--- src/rtl/quadrature_step_decoder.sv ---
// ---------------------------------------------------------------------------
// quadrature_step_decoder
//
// Purpose:
//   Converts the raw A/B phases of a mechanical rotary encoder into a
//   one-cycle tick per detent plus a direction flag. These outputs drive the
//   up_down_counter instances that set minutes and hours. The two phases are
//   synchronised, debounced independently and then Gray-decoded into a
//   signed sub-step accumulator.
//
// Ports:
//   clk      in   1  system clock, rising edge
//   reset    in   1  asynchronous, active-low reset
//   enc_a    in   1  raw encoder phase A (asynchronous to clk)
//   enc_b    in   1  raw encoder phase B (asynchronous to clk)
//   tick     out  1  one-cycle pulse per completed detent
//   up_down  out  1  1 = clockwise / up, 0 = counter-clockwise / down;
//                    updated only together with tick, held afterwards
//   err      out  1  one-cycle pulse when both filtered phases change at once
//
// Interface timing:
//   There is no handshake. tick and err are registered single-cycle
//   strobes, so a consumer must sample them on every clock edge. up_down is
//   valid in the cycle that tick is high and keeps that value until the next
//   tick.
//
// Pipeline and latency:
//   A phase edge that is sampled at clock edge k reaches filt at edge
//   k+1+DEBOUNCE_CYCLES. If that change completes a detent, tick is set at
//   edge k+2+DEBOUNCE_CYCLES.
// ---------------------------------------------------------------------------
module quadrature_step_decoder #(
    parameter int DEBOUNCE_CYCLES  = 16,
    parameter int DB_WIDTH         = 5,
    parameter int STEPS_PER_DETENT = 4
) (
    input  logic clk,
    input  logic reset,
    input  logic enc_a,
    input  logic enc_b,
    output logic tick,
    output logic up_down,
    output logic err
);

    typedef enum logic {
        S_INIT = 1'b0,
        S_RUN  = 1'b1
    } state_t;

    localparam logic [DB_WIDTH-1:0] DB_LAST   = DB_WIDTH'(DEBOUNCE_CYCLES - 1);
    localparam logic [1:0]          INIT_LAST = 2'd2;
    localparam logic signed [3:0]   ACC_MAX   = 4'(STEPS_PER_DETENT);

    // In every {A,B} pair below, bit 1 is phase A and bit 0 is phase B.
    logic [1:0] sync1;
    logic [1:0] sync2;
    logic [1:0] filt;

    state_t            state;
    state_t            state_nxt;
    logic [1:0]        init_cnt;
    logic [1:0]        init_cnt_nxt;
    logic [1:0]        prev_ab;
    logic [1:0]        prev_nxt;
    logic signed [3:0] acc;
    logic signed [3:0] acc_nxt;
    logic signed [3:0] acc_step;
    logic              step_cw;
    logic              step_ccw;
    logic              tick_nxt;
    logic              err_nxt;
    logic              up_down_nxt;

    // Clockwise Gray successor: 00 -> 01 -> 11 -> 10 -> 00.
    function automatic logic [1:0] cw_next(input logic [1:0] ab);
        case (ab)
            2'b00:   cw_next = 2'b01;
            2'b01:   cw_next = 2'b11;
            2'b11:   cw_next = 2'b10;
            default: cw_next = 2'b00;
        endcase
    endfunction

    // Two-flop synchroniser for both phases.
    always_ff @(posedge clk or negedge reset) begin
        if (!reset) begin
            sync1 <= 2'b00;
            sync2 <= 2'b00;
        end else begin
            sync1 <= {enc_a, enc_b};
            sync2 <= sync1;
        end
    end

    // Per-phase debounce. A phase must differ from filt for DEBOUNCE_CYCLES
    // consecutive cycles before it is accepted. During S_INIT the filter
    // copies the synchronised value directly, so the encoder's resting
    // position is adopted without creating a step.
    for (genvar i = 0; i < 2; i++) begin : g_db
        logic                filt_q;
        logic [DB_WIDTH-1:0] cnt_q;

        always_ff @(posedge clk or negedge reset) begin
            if (!reset) begin
                filt_q <= 1'b0;
                cnt_q  <= '0;
            end else if (state == S_INIT) begin
                filt_q <= sync2[i];
                cnt_q  <= '0;
            end else if (sync2[i] == filt_q) begin
                cnt_q <= '0;
            end else if (cnt_q == DB_LAST) begin
                filt_q <= sync2[i];
                cnt_q  <= '0;
            end else begin
                cnt_q <= cnt_q + 1'b1;
            end
        end

        assign filt[i] = filt_q;
    end

    assign step_cw  = (filt == cw_next(prev_ab));
    assign step_ccw = (prev_ab == cw_next(filt));

    // Next-state, accumulator and output logic.
    always_comb begin
        state_nxt    = state;
        init_cnt_nxt = init_cnt;
        prev_nxt     = prev_ab;
        acc_nxt      = acc;
        acc_step     = acc;
        tick_nxt     = 1'b0;
        err_nxt      = 1'b0;
        up_down_nxt  = up_down;

        case (state)
            S_INIT: begin
                prev_nxt     = sync2;
                acc_nxt      = '0;
                init_cnt_nxt = init_cnt + 2'd1;
                if (init_cnt == INIT_LAST) begin
                    state_nxt = S_RUN;
                end
            end

            S_RUN: begin
                prev_nxt = filt;
                if (step_cw) begin
                    acc_step = acc + 4'sd1;
                end else if (step_ccw) begin
                    acc_step = acc - 4'sd1;
                end

                if (filt != prev_ab && !step_cw && !step_ccw) begin
                    // Both phases moved together, so the direction is unknown.
                    // Drop the partial detent.
                    err_nxt = 1'b1;
                    acc_nxt = '0;
                end else if (!tick && acc_step == ACC_MAX) begin
                    tick_nxt    = 1'b1;
                    up_down_nxt = 1'b1;
                    acc_nxt     = '0;
                end else if (!tick && acc_step == -ACC_MAX) begin
                    tick_nxt    = 1'b1;
                    up_down_nxt = 1'b0;
                    acc_nxt     = '0;
                end else begin
                    // This branch covers ordinary sub-steps. It also covers a
                    // detent that completes while tick is still high: acc then
                    // keeps the full count, and the tick fires on the next
                    // cycle, so two ticks are never back to back.
                    acc_nxt = acc_step;
                end
            end

            default: state_nxt = S_INIT;
        endcase
    end

    always_ff @(posedge clk or negedge reset) begin
        if (!reset) begin
            state    <= S_INIT;
            init_cnt <= 2'd0;
            prev_ab  <= 2'b00;
            acc      <= '0;
            tick     <= 1'b0;
            err      <= 1'b0;
            up_down  <= 1'b1;
        end else begin
            state    <= state_nxt;
            init_cnt <= init_cnt_nxt;
            prev_ab  <= prev_nxt;
            acc      <= acc_nxt;
            tick     <= tick_nxt;
            err      <= err_nxt;
            up_down  <= up_down_nxt;
        end
    end

endmodule
--- config.mk ---
export PLATFORM = sky130hd
export DESIGN_NAME = quadrature_step_decoder
export DESIGN_NICKNAME = d
export VERILOG_FILES = /design/src/rtl/quadrature_step_decoder.sv
export SDC_FILE = /design/constraint.sdc
export NUM_CORES = 1
export LEC_CHECK = 0
export ABC_AREA = 1
export CAP_MARGIN = 15
export CORE_MARGIN = 4
export CORE_UTILIZATION = 52
export CTS_CLUSTER_SIZE = 10
export DETAILED_ROUTE_END_ITERATION = 8
export PLACE_DENSITY_LB_ADDON = 0.08
export REMOVE_ABC_BUFFERS = 1
export SYNTH_ARGS = -nofsm -noshare
export SYNTH_HDL_FRONTEND = slang
export SYNTH_SLANG_ARGS = --single-unit
--- constraint.sdc ---
create_clock -name clk -period 1.3 [get_ports clk]
set_input_delay 0.195 -clock clk [delete_from_list [all_inputs] [get_ports clk]]
set_output_delay 0.195 -clock clk [all_outputs]
set_load 0.005 [all_outputs]
* After elaboration in Yosys (flattened, before gate mapping)
Cells that the tools add are included.
** Storage, ports and cells
- Bits in registers :: 28
- Input bits :: 4
- Word-level logic and storage cells :: 83
** Cells by class
- Add/subtract/negate cells :: 5
- Eq/ne operators :: 18
- Multiplexer cells :: 32
- Bitwise logic cells :: 2
- Reduce and logical (&&, ||, !) cells :: 13
** Operator list (count)
- 2-to-1 mux 5 bit :: 6
- 2-to-1 mux 4 bit :: 6
- 2-to-1 mux 1 bit :: 16
- one-hot mux 2 bit (3 select lines) :: 2
- adder 5 x 1 -> 5 bit (second input constant) :: 2
- == test 5 x 4 -> 1 bit (second input constant) :: 2
- one-hot mux 4 bit (2 select lines) :: 1
- == test 2 bit (second input constant) :: 3
- adder 4 x 2 -> 4 bit (second input constant) :: 1
- == test 2 x 1 -> 1 bit (second input constant) :: 2
- == test 2 bit :: 2
- == test 4 x 3 -> 1 bit (second input constant) :: 1
- == test 4 bit (second input constant) :: 1
- logical AND 1 bit :: 4
- logical NOT 2 bit :: 2
- inequality test 2 x 1 -> 1 bit (second input constant) :: 2
- inequality test 2 bit (second input constant) :: 2
- one-hot mux 2 bit (2 select lines) :: 1
- AND reduction 2 bit :: 2
- subtractor 4 x 2 -> 4 bit (second input constant) :: 1
- logical NOT 1 bit :: 3
- AND reduction 3 bit :: 1
- adder 2 x 1 -> 2 bit (second input constant) :: 1
- == test 1 bit :: 2
- other kinds (3) :: 4

* Logic depth before layout (Yosys ltp)
- Word-level depth :: 12
- Gate-level depth with buffers :: 11

* Worst setup path before layout
Ideal clock, no wire load.
- Path type :: register -> register
- From :: register acc[0]
- To :: register acc[3]
- Setup time :: 0.116 ns
- Arrival :: 1.265 ns
- Required time :: 1.184 ns
- Path slack :: -0.081 ns
- Stages on the path, launching flop included :: 12
- Path buffers :: 0
- Period minus slack after synthesis :: 1.381 ns
- Cells stage by stage :: dfrtp_1 inv_1 ha_1 inv_1 nand2_1 nand2_1 nand3_1 nand2_1 a21oi_2 nand2_1 nand2_1 nor2_1
** On the way
- Word-level cells in the longest chain between the ends :: 10
** Ends and longest elaborated chain
- from (decl) :: RTL line 66 : logic signed [3:0] acc;
- from (signal assigned) :: RTL line 195 : acc <= acc_nxt;
- subtractor 4 x 2 -> 4 bit :: RTL line 153 : acc_step = acc - 4'sd1;
- 2-to-1 mux 4 bit :: RTL line 152 : end else if (step_ccw) begin
- 2-to-1 mux 4 bit * :: RTL line 150 : if (step_cw) begin
- 2-to-1 mux 4 bit * :: RTL line 138 : case (state)
- == test 4 x 3 -> 1 bit :: RTL line 165 : end else if (!tick && acc_step == -ACC_MAX) begin
- logical AND 1 bit :: RTL line 165
- 2-to-1 mux 4 bit :: RTL line 165
- 2-to-1 mux 4 bit * :: RTL line 161 : end else if (!tick && acc_step == ACC_MAX) begin
- 2-to-1 mux 4 bit * :: RTL line 156 : if (filt != prev_ab && !step_cw && !step_ccw) begin
- one-hot mux 4 bit (2 select lines) * :: RTL line 138
- via acc_nxt[3] :: RTL line 67 : logic signed [3:0] acc_nxt;
The timed path passes the listed nets; every way through them passes the cells marked *. The select of a mux whose other input is x is not followed.
A chain may end at the register's enable or synchronous reset.

* Worst setup path in the final report
- From :: register prev_ab[0]
- To :: register acc[3]
** On the way
- Word-level cells in the longest chain between the ends :: 11
** Ends and longest elaborated chain
- from (decl) :: RTL line 64 : logic [1:0] prev_ab;
- from (signal assigned) :: RTL line 194 : prev_ab <= prev_nxt;
- == test 2 bit (tied with other cells) :: RTL line 77 : case (ab)
- one-hot mux 2 bit (3 select lines) :: RTL line 77
- == test 2 bit :: RTL line 124 : assign step_cw = (filt == cw_next(prev_ab));
- 2-to-1 mux 4 bit :: RTL line 150
- 2-to-1 mux 4 bit :: RTL line 138
- == test 4 x 3 -> 1 bit :: RTL line 165
- logical AND 1 bit :: RTL line 165
- 2-to-1 mux 4 bit :: RTL line 165
- 2-to-1 mux 4 bit :: RTL line 161
- 2-to-1 mux 4 bit * :: RTL line 156
- one-hot mux 4 bit (2 select lines) * :: RTL line 138
- via acc_nxt[3] :: RTL line 67
Marked as above.

==> out/metrics.yaml <==
fmax_mhz: 683
synthDistinctLibCells: 21
synth_area_leader_cell: "dfrtp_1"
grt_first_pass_wirelength_mm: 4.40
first_iter_violations: 18
coreArea_um2: 2500
clk_pin_slew_ns: 0.14
synth_edf_count: 0
rows: 18
fp.dieH_um: 59.3
synth.area.top_cells: "dfrtp_1, nand2_1, inv_1"
hold_violations: 0
start_util_pct: 54.7
grt_max_degree: 29
yosys_warnings: 0
fin_ws_ns: -0.165
nets: 193
synth_ff_type: "dfrtp_1"
cp-end-kind: "flip-flop"
run_status: "complete, but fails checks"
worst_slew_pin_slew_ns: 0.253
die_w_um: 59.3
die_area_um2: 3510
antenna_cells: 0
crit_path_max_fanout: 6
clockBufferDepth: 2
filler_cell_count: 207
critPathKind: "reg2reg"
multi_input_area_um2: 667
fin_util_pct: 69.2
grt_pass1_vias: 1079
ys_top_cells_by_count: "nand2_1, dfrtp_1, inv_1"
viasPerCell: 4.88
violations: "setup timing"
dp.cells: 202
syn_avg_cell_area_um2: 8.82
ant_nets: 0
antenna_found_initial: 0
grt_setup_unrepaired: "yes"
dp_hpwl_mm: 1.80
rrSetupSlack_ns: -0.16
maxCapViolCount: 0
drtPass1Iterations: 4
io_pins: 7
finalCritPeriodShare_pct: 113
routed_wl_mm: 2.52
worstSkewPairLatency_ns: 0.32
async_reset_ff_share_pct: 100
overflow: 0
critical_path_arrival_ns: 1.69
finalSetupViolations: 6
ir_drop_uv: 1050
required_ns: 1.52
yosys_register_bits: 28
final_cells: 213
register_area_um2: 703
seq_area_frac_synth_pct: 51.3
period_needed_ns: 1.46
clkSinkCount: 28
synth_top_area_share_pct: 49.4
hp-class: "in2async"
worst_clock_skew_ns: 0.00864
drc_errors: 0
rr_endpoint: "acc[3]"
cts_buffers: 3
io_buffers: 6
powerDensity_nw_per_um2: 1400
cts_tree: "built"
drv_slew: 0
power_mw: 2.42
fin_setup_tns_ns: -0.723
htree_levels: 1
area_growth_pct: 26.5
drive_above_1_share_pct: 31.7
ff2ff_path_depth: 11
relSlewSlack_pct: 83.2
reg2reg_from: "prev_ab[0]"
wl_per_cell_um: 11.8
num_vias: 1039
power_leakage_nw: 0.901
place_congestion: 0.854
root_buffer: "clkbuf_4"
grt_use_total_pct: 16.6
yosysMostFrequentCell: "nand2_1"
netlist_instances: 155
syn-cell-area_um2: 1370
critPathLaunchType: "flip-flop"
==> routing by layer <==
layer	routed length (µm)	vias to the layer above	track usage, %
met3	44	5	2.61
met5	0	-	0
li1	-	532	-
met4	37	0	6.80
met2	1330	9	30.1
met1	1120	493	19.1
==> layout by cell type, fill, tap and decap left out, types with 2 or more instances in the layout <==
master / count
inv_1: 14
nand3_2: 4
nand2_4: 2
nor3_1: 3
inv_2: 7
buf_4: 18
nand2_1: 36
nand2_2: 9
xor2_1: 5
clkdlybuf4s50_1: 3
dlygate4sd2_1: 2
ha_1: 3
nor2_2: 2
o21ai_0: 5
nor2_1: 12
clkbuf_4: 3
nand3_1: 8
a21oi_1: 2
xnor2_1: 4
dfrtp_1: 26
==> worst max path at each step <==
stage / cells after the start / from / end / slack, ns
3_3_place_gp: 11 / acc[0] / up_down / -0.06
3_5_place_dp: 10 / acc[0] / acc[3] / -0.11
6_report: 11 / prev_ab[0] / acc[3] / -0.16
2_1_floorplan: 11 / acc[0] / acc[3] / -0.08
5_1_grt: 11 / prev_ab[0] / up_down / -0.30
4_1_cts: 11 / acc[1] / up_down / -0.1
==> cell families after synthesis <==
group                      synth area share [%]
AOI/OAI and AO/OA                          3.93
xor gates and xnor gates                   7.04
adders and majority gates                  4.57
buffers and inverters                      6.04
DFF                                        51.3
and+or+nand+nor                            27.1
==> state kept, by name, indices dropped and copies added (netlist names), 2 cells and up <==
name,cells
sync2,2
init_cnt,2
prev_ab,2
acc,4
g_db.cnt_q,10
g_db.filt_q,2
sync1,2
==> critical path, stage by stage (launching register included) <==
cell     delay [ns]
dfrtp_1        0.44
buf_4          0.15
nand2_2        0.06
nand2_2        0.07
nand2_4        0.11
nand2_2        0.05
nand2_2        0.09
nand3_2        0.08
nor2_4         0.14
nand2_1        0.06
nand2_1        0.07
nor2_1         0.04
==> area by class of cell <==
| class | instances | area share, % |
|---|---|---|
| tap | 30 | 2.17 |
| sequential | 28 | 40.6 |
| clock buffer | 4 | 2.10 |
| inverter | 21 | 4.56 |
| multi-input combinational | 105 | 38.5 |
| timing repair buffer | 25 | 12.0 |
==> repair_timing <==
item / CTS / global route
hold buffers: 0 / 0
endpoints found under the setup margin: 9 / 16
setup buffers: 3 / 4
pin swaps: 6 / 6
gates resized for setup: 15 / 13
==> stage by stage <==
stage | hold WS (ns) | cell area (µm²) | setup slack (ns)
floorplan | -0.101 | 1360 | -0.0806
global placement | 0.333 | 1560 | -0.0648
detailed placement | 0.344 | 1560 | -0.111
CTS | 0.211 | 1660 | -0.0962
global route | 0.204 | 1730 | -0.300
finish | 0.207 | 1730 | -0.165
==> power breakdown <==
part	switching, mW	internal (mW)	leakage [nW]
clock	0.237	0.171	0.0210
sequential	0.111	1.00	0.340
combinational	0.490	0.408	0.540
Note: power is estimated with default switching activity, not from simulation.
